$ cat config.mk
export PLATFORM = sky130hd
export DESIGN_NAME = cla_abs_serial_flat
export DESIGN_NICKNAME = d
export VERILOG_FILES = /design/src/rtl/cla_abs_serial_if.sv /design/src/rtl/cla_abs_serial.sv /design/src/flat_wrapper.sv
export SDC_FILE = /design/constraint.sdc
export NUM_CORES = 1
export LEC_CHECK = 0
export ABC_AREA = 1
export ABC_CLOCK_PERIOD_IN_PS = 1400
export CELL_PAD_IN_SITES_DETAIL_PLACEMENT = 0
export CELL_PAD_IN_SITES_GLOBAL_PLACEMENT = 2
export CORE_ASPECT_RATIO = 0.8
export CORE_MARGIN = 2
export CORE_UTILIZATION = 29
export CTS_CLUSTER_DIAMETER = 80
export CTS_CLUSTER_SIZE = 16
export DETAILED_ROUTE_END_ITERATION = 10
export PLACE_DENSITY_LB_ADDON = 0.15
export SETUP_SLACK_MARGIN = 0.1
export SLEW_MARGIN = 20
export SYNTH_ARGS = -nofsm -noshare
export SYNTH_HDL_FRONTEND = slang
export SYNTH_SLANG_ARGS = --single-unit
$ cat constraint.sdc
create_clock -name i_clk -period 1.4 [get_ports i_clk]
set_input_delay 0.35 -clock i_clk [delete_from_list [all_inputs] [get_ports i_clk]]
set_output_delay 0.35 -clock i_clk [all_outputs]
set_load 0.1 [all_outputs]
$ cat src/rtl/cla_abs_serial_if.sv
// Ready/valid bundle for the nibble-serial two's-complement to sign-magnitude converter.
// The slave modport is the converter side; the master modport is the producer/consumer side.
interface cla_abs_serial_if #(
    parameter int WIDTH = 28
) ();
    logic             i_valid;
    logic             o_ready;
    logic [WIDTH-1:0] i_data;
    logic             o_valid;
    logic             i_ready;
    logic [WIDTH-1:0] o_mag;
    logic             o_sign;
    logic             o_zero;

    modport slave (
        input  i_valid,
        input  i_data,
        input  i_ready,
        output o_ready,
        output o_valid,
        output o_mag,
        output o_sign,
        output o_zero
    );

    modport master (
        output i_valid,
        output i_data,
        output i_ready,
        input  o_ready,
        input  o_valid,
        input  o_mag,
        input  o_sign,
        input  o_zero
    );
endinterface

$ cat src/rtl/cla_abs_serial.sv
// Nibble-serial |x| for a two's-complement word: one 4-bit lookahead increment slice per cycle,
// result plus sign and zero flags presented on a ready/valid output held until accepted.
module cla_abs_serial #(
    parameter int WIDTH = 28
) (
    input  logic                 i_clk,
    input  logic                 i_rst_n,
    cla_abs_serial_if.slave      bus
);
    localparam int NIB   = WIDTH / 4;
    localparam int CNT_W = (NIB > 1) ? $clog2(NIB) : 1;

    generate
        if (((WIDTH % 4) != 0) || (WIDTH < 8)) begin : g_bad_width
            $error("cla_abs_serial: WIDTH must be a multiple of 4 and at least 8");
        end
    endgenerate

    typedef enum logic [1:0] {
        IDLE = 2'd0,
        RUN  = 2'd1,
        DONE = 2'd2
    } state_t;

    state_t             state_q, state_d;
    logic [CNT_W-1:0]   cnt_q, cnt_d;
    logic               carry_q, carry_d;
    logic               sign_q, sign_d;
    logic [WIDTH-1:0]   data_q, data_d;
    logic [WIDTH-1:0]   acc_q, acc_d;
    logic [WIDTH-1:0]   mag_q, mag_d;
    logic               out_sign_q, out_sign_d;
    logic               zero_q, zero_d;

    logic               ready;
    logic               accept;
    logic               last;
    logic [3:0]         nib;
    logic [3:0]         prop;
    logic [3:0]         cin;
    logic               cout;
    logic [3:0]         res;
    logic [WIDTH-1:0]   acc_step;

    assign ready  = (state_q == IDLE) || ((state_q == DONE) && bus.i_ready);
    assign accept = bus.i_valid && ready;
    assign last   = (cnt_q == CNT_W'(NIB - 1));

    // Lookahead increment of ~d: every carry is a flat AND of the propagates, no ripple.
    always_comb begin
        nib      = data_q[3:0];
        prop     = ~nib;
        cin[0]   = carry_q;
        cin[1]   = prop[0] & carry_q;
        cin[2]   = prop[1] & prop[0] & carry_q;
        cin[3]   = prop[2] & prop[1] & prop[0] & carry_q;
        cout     = (&prop) & carry_q;
        res      = sign_q ? (prop ^ cin) : nib;
        acc_step = {res, acc_q[WIDTH-1:4]};
    end

    always_comb begin
        state_d    = state_q;
        cnt_d      = cnt_q;
        carry_d    = carry_q;
        sign_d     = sign_q;
        data_d     = data_q;
        acc_d      = acc_q;
        mag_d      = mag_q;
        out_sign_d = out_sign_q;
        zero_d     = zero_q;

        // A new word may be taken from IDLE or straight out of DONE as the result leaves.
        if (accept) begin
            data_d  = bus.i_data;
            sign_d  = bus.i_data[WIDTH-1];
            carry_d = 1'b1;
            cnt_d   = '0;
            acc_d   = '0;
            state_d = RUN;
        end else begin
            case (state_q)
                RUN: begin
                    data_d  = data_q >> 4;
                    acc_d   = acc_step;
                    carry_d = cout;
                    cnt_d   = cnt_q + CNT_W'(1);
                    if (last) begin
                        mag_d      = acc_step;
                        out_sign_d = sign_q;
                        zero_d     = (acc_step == '0);
                        state_d    = DONE;
                    end
                end
                DONE: begin
                    if (bus.i_ready) begin
                        state_d = IDLE;
                    end
                end
                default: begin
                    state_d = IDLE;
                end
            endcase
        end
    end

    always_ff @(posedge i_clk or negedge i_rst_n) begin
        if (!i_rst_n) begin
            state_q    <= IDLE;
            cnt_q      <= '0;
            carry_q    <= 1'b1;
            sign_q     <= 1'b0;
            data_q     <= '0;
            acc_q      <= '0;
            mag_q      <= '0;
            out_sign_q <= 1'b0;
            zero_q     <= 1'b0;
        end else begin
            state_q    <= state_d;
            cnt_q      <= cnt_d;
            carry_q    <= carry_d;
            sign_q     <= sign_d;
            data_q     <= data_d;
            acc_q      <= acc_d;
            mag_q      <= mag_d;
            out_sign_q <= out_sign_d;
            zero_q     <= zero_d;
        end
    end

    assign bus.o_ready = ready;
    assign bus.o_valid = (state_q == DONE);
    assign bus.o_mag   = mag_q;
    assign bus.o_sign  = out_sign_q;
    assign bus.o_zero  = zero_q;
endmodule

$ cat src/flat_wrapper.sv
// flat-port wrapper written by rule: the top's interface ports become plain ports
module cla_abs_serial_flat 
#(
    parameter int WIDTH = 28
)
  (i_clk, i_rst_n, bus_i_valid, bus_i_data, bus_i_ready, bus_o_ready, bus_o_valid, bus_o_mag, bus_o_sign, bus_o_zero);
  cla_abs_serial_if #(.WIDTH(WIDTH)) bus_i ();
  input  logic i_clk;
  input  logic i_rst_n;
  input wire logic [$bits(bus_i.i_valid)-1:0] bus_i_valid;
  input wire logic [$bits(bus_i.i_data)-1:0] bus_i_data;
  input wire logic [$bits(bus_i.i_ready)-1:0] bus_i_ready;
  output wire logic [$bits(bus_i.o_ready)-1:0] bus_o_ready;
  output wire logic [$bits(bus_i.o_valid)-1:0] bus_o_valid;
  output wire logic [$bits(bus_i.o_mag)-1:0] bus_o_mag;
  output wire logic [$bits(bus_i.o_sign)-1:0] bus_o_sign;
  output wire logic [$bits(bus_i.o_zero)-1:0] bus_o_zero;
  assign bus_i.i_valid = bus_i_valid;
  assign bus_i.i_data = bus_i_data;
  assign bus_i.i_ready = bus_i_ready;
  assign bus_o_ready = bus_i.o_ready;
  assign bus_o_valid = bus_i.o_valid;
  assign bus_o_mag = bus_i.o_mag;
  assign bus_o_sign = bus_i.o_sign;
  assign bus_o_zero = bus_i.o_zero;
  cla_abs_serial #(.WIDTH(WIDTH)) u_core (.i_clk(i_clk), .i_rst_n(i_rst_n), .bus(bus_i));
endmodule
Yosys cells after proc, flatten, opt, wreduce, memory -nomap -nowiden

Index checks and enable logic that the tools add are counted.

Mux-type cells: 13
Eq/ne operators: 5
Bitwise gates (word level): 10
Magnitude comparators: 0
Divide/modulo/power cells: 0
Shift-type cells: 0
Add/sub/neg operators: 1
Reduce and logical (&&, ||, !) cells: 9
Multipliers: 0

Operators by type and width:

| operator                                              | count |
|---|---|
| 2-to-1 mux 28 bit                                     | 4 |
| logical NOT 28 bit                                    | 1 |
| AND 1 bit                                             | 7 |
| 2-to-1 mux 2 bit                                      | 3 |
| 2-to-1 mux 3 bit                                      | 2 |
| 2-to-1 mux 4 bit                                      | 1 |
| NOT 4 bit                                             | 1 |
| case mux 2 bit (2 select lines)                       | 1 |
| AND reduction 4 bit                                   | 1 |
| bitwise XOR 4 bit                                     | 1 |
| adder 3 x 1 -> 3 bit, second input constant           | 1 |
| == test 3 bit, second input constant                  | 1 |
| inequality test 3 x 1 -> 1 bit, second input constant | 1 |
| inequality test 3 x 2 -> 1 bit, second input constant | 1 |
| AND reduction 3 bit                                   | 1 |
| == test 2 x 1 -> 1 bit, second input constant         | 1 |
| == test 2 bit, second input constant                  | 1 |
| logical AND 1 bit                                     | 2 |
| logical NOT 2 bit                                     | 1 |
| 2-to-1 mux 1 bit                                      | 2 |
| AND reduction 2 bit                                   | 1 |
| nonzero test 2 bit                                    | 1 |
| logical OR 1 bit                                      | 1 |
| NOT 1 bit                                             | 1 |

Word-level logic and storage cells: 47
Memories kept: 0
Flip-flop bits (word level): 93
Bits in latches: 0
ROM bits: 0
Output and inout port bits: 32
RAM bits: 0

Longest topological paths before layout

Word-level depth: 8
Mapped depth: 9

Worst setup path after synthesis

Ideal clock, no wire load.

Path type: reg-to-output
Start: register u_core.state_q[0]
End: output bus_o_ready
Slack: -830 ps
Buffers on the path: 0
Stages on the path, launching flop included: 2
Data arrival time: 1880 ps
Cell sequence: dfrtp_1 -> a21oi_1

Cells in the longest elaborated chain, start to end: 3
Elaborated cells between the ends (all ways): 4

Ends and longest elaborated chain:

| element                | line                  | RTL |
|---|---|---|
| start, declared        | cla_abs_serial.sv:25  | `state_t state_q, state_d;` |
| start signal, assigned | cla_abs_serial.sv:119 | `state_q <= state_d;` |
| == test 2 bit          | cla_abs_serial.sv:45  | `assign ready = (state_q == IDLE) \|\| ((state_q == DONE) && bus.i_ready);` |
| logical AND 1 bit      | cla_abs_serial.sv:45  |  |
| logical OR 1 bit (*)   | cla_abs_serial.sv:45  |  |
| end, declared          | flat_wrapper.sv:13    | `output wire logic [$bits(bus_i.o_ready)-1:0] bus_o_ready;` |

Every way passes the cells marked *; elsewhere a longest branch is shown, timed or not.

Worst setup path after layout

Start: register u_core.state_q[1]
End: output bus_o_valid

Cells in the longest elaborated chain, start to end: 1

Ends and longest elaborated chain:

| element       | line                  | RTL |
|---|---|---|
| == test 2 bit | cla_abs_serial.sv:132 | `assign bus.o_valid = (state_q == DONE);` |
| end, declared | flat_wrapper.sv:14    | `output wire logic [$bits(bus_i.o_valid)-1:0] bus_o_valid;` |

No other way between the ends.

==> out/metrics.cfg <==
[logic_synthesis]
ys_types = 26
ys_seq_area_share_pct = 59.8
synth_top_area_share_pct = 59.1
synth_top_family_by_area = compound AO/OA/AOI/OAI gates
yosysTopAreaCell = dfrtp_1
synth_warnings = 0
ys.flop_type = dfrtp_1
muxShareOfSynthArea_pct = 0
synth_commonest_cells = nand2_1 (102), dfrtp_1 (88), inv_1 (47)
synthXorXnorAreaFrac_pct = 0.235
synth_area_leaders = dfrtp_1 (59%), nand2_1 (10%), inv_1 (4.7%)
async_reset_ff_share_pct = 100
synthCells = 386
avgSynthCellArea_um2 = 9.65
synth-simple-area-share_pct = 13.9
synth_area_um2 = 3730
synth_fa_ha_area_share_pct = 1.01
yosysMostFrequentCell = nand2_1
ys_ff_latch = 89
synth-edff-count = 0
syn_nets = 421
synth-compound-area-share_pct = 15.1

[drt]
drt_pass1_iterations = 4
drcViolationCount = 0
ant_nets = 0
dr.first_iter.drc_count = 137
routedWlPerCell_um = 15.6
vias = 3000
wirelength_um = 10400
viasPerCell = 4.51

[power_and_ir_drop]
power.leakage_nw = 2.67
p_per_area_nw_per_um2 = 2800
swShare_pct = 45.9
pwr-share-seq_pct = 26.2
vdd_drop_max_mv = 1.26
clkPwrFrac_pct = 15.2
p_comb_share_pct = 58.6
intPower_mw = 9.19
total_power_mw = 17.0
p_sw_mw = 7.81

[run]
maxCapViolations = 0

[grt]
grt_pass1_wl_um = 15000
grt_pass1_vias = 2918
antenna_found_initial = 0
grt_max_degree = 41
grtUsageTotal_pct = 14.3
grt_overflow = 0

[clock_network]
clock_latency_ns = 0.34
cts_tree = built
cts.path.max_buffers = 2
clkSlewWorstSetupHoldPaths_ns = 0.06
root_buffer = clkbuf_16
cts.sinks = 89
cts-buffers-inserted = 9
cts-htree-levels = 3

[finish]
syn2layout_area_growth_pct = 62.9
drive_gt1_share_pct = 35.3
fillCellCount = 1195
n_antenna_cell = 0
finalNonFillerCells = 665
layout.nets = 520

[worst_setup_path]
cp_data_arrival_time_ns = 1.17
crit_type = reg2out
crit_family = flip-flops
worstPathMaxFanout = 3
rrSetupSlack_ns = -0.04
path_cells = inv_2 -> nor2_4 -> buf_12
end_kind = output pin
slowest_stage = dfrtp_1
max_stage_delay_ns = 0.42
required_ns = 1.05
critPathBufInv = 2
start_kind = flip-flop

[sta]
max_freq_mhz = 659
tightestPinTransition_ns = 0.369
layout_setup_ws_ns = -0.117
period_minus_slack_ns = 1.52
setup_viol = 29
drv_slew = 0
finalHoldViolations = 0
relSlewSlack_pct = 75.4
rsz0062_at_grt = yes
finalCritPeriodShare_pct = 108
skew_ns = 0.00613

[placed_design]
dp_hpwl_um = 6360
globalplace.congestion = 0.718
portBuffers = 63
dpl.cell_count = 620
dp_slack_ns = -0.305

[worst_hold_path]
hold_path_class = in2async

[status]
violations = negative setup slack
status = complete, but fails checks

[floorplanning]
die_w_um = 131
initial_utilization_pct = 29.4
core-area_um2 = 12700
pin_count = 64
fp.dieH_um = 105
rows = 37
dieArea_um2 = 13800

[through the flow]
step	utilization (%)	setup TNS, ns	area, um^2	hold WS [ns]
2_1_floorplan	-	0	3750	0.0544
3_3_place_gp	39.1	-15.54	4950	0.288
3_5_place_dp	39.1	-15.00	4950	0.291
4_1_cts	42.1	-0.862	5340	0.431
5_1_grt	47.9	-4.33	6070	0.476
6_report	47.9	-0.626	6070	0.469
[cells by family after synthesis]
| logic type | count (synthesis) |
|---|---|
| flops | 89 |
| simple gates | 130 |
| xor+xnor | 1 |
| fa+ha+maj | 3 |
| compound gates | 90 |
| buf+inv | 73 |
[placed cells by master (no fill, tap or decap), drive strengths merged, types with 2 or more instances in the layout]
| cell type | n |
|---|---|
| nor2 | 19 |
| clkbuf | 16 |
| clkinv | 2 |
| ha | 3 |
| o211ai | 12 |
| a21oi | 3 |
| clkinvlp | 4 |
| inv | 54 |
| buf | 68 |
| o21ai | 35 |
| o22ai | 24 |
| o21a | 2 |
| nand3 | 7 |
| o221ai | 12 |
| dfrtp | 88 |
| clkdlybuf4s50 | 29 |
| bufinv | 2 |
| nand2 | 104 |
[path summary, 6_finish.rpt]
check                                   from                    to  depth (start not counted)
setup / recovery           u_core.state_q[1]           bus_o_valid                          3
hold / removal                       i_rst_n  u_core.bus.o_mag[15]                          2
setup reg to reg           u_core.state_q[0]     u_core.data_q[12]                          6
hold reg to reg             u_core.data_q[9]      u_core.data_q[9]                          2
max in group asynchronous            i_rst_n        u_core.carry_q                          3
min in group i_clk               bus_i_ready     u_core.state_q[1]                          4
[registers in the layout (all words and copies together) (netlist names)]
register,flops
u_core.acc_q,24
u_core.bus.o_mag,28
u_core.bus.o_sign,1
u_core.bus.o_zero,1
u_core.carry_q,1
u_core.cnt_q,3
u_core.data_q,28
u_core.sign_q,1
u_core.state_q,2
[what timing repair did]
| action | in CTS | in global routing |
|---|---|---|
| setup endpoints to repair | 89 | 117 |
| hold endpoints to repair | 22 | 0 |
| resized for setup | 8 | 91 |
| buffers inserted | 5 | 12 |
| hold buffers | 1 | 0 |
| pin swaps | 3 | 4 |
| gates cloned | 0 | 11 |
[routing by layer]
metal	vias up	global-route usage, %	share of wire (%)
met1	1466	21.4	52
met3	9	3.81	3.7
li1	1477	-	-
met4	0	5.17	1.1
met2	48	19.7	43
met5	-	0	0
[power groups by stage]
stage                     Sequential, mW  Combinational [mW]  Clock [mW]
after floorplan                     6.69                2.84           0
after global placement              4.49                7.86           0
after detailed placement            4.49                7.92           0
after CTS                           4.44                8.09        2.68
after global routing                4.58                10.6        2.75
final                               4.45                9.97        2.59
[area by class of cell]
| cell class | count | area [um^2] | share of cell area (%) |
|---|---|---|---|
| inverters | 54 | 230 | 3.79 |
| flip-flops and latches | 89 | 2230 | 36.7 |
| well taps | 175 | 219 | 3.61 |
| multi-input cells | 224 | 1530 | 25.3 |
| clock buffers | 9 | 225 | 3.71 |
| repair buffers | 106 | 1530 | 25.1 |
| clock inverters | 7 | 95.1 | 1.57 |
| repair inverters | 1 | 11.3 | 0.185 |
[worst reg2reg max path, delay by kind of cell (launching register included)]
| family | cells | cell delay [ns] |
|---|---|---|
| flip-flops | 1 | 0.45 |
| AO/OA/AOI/OAI | 1 | 0.08 |
| AND/OR/NAND/NOR | 2 | 0.38 |
| buffers and inverters | 3 | 0.40 |
No activity file was read; power rests on OpenSTA's default activity.
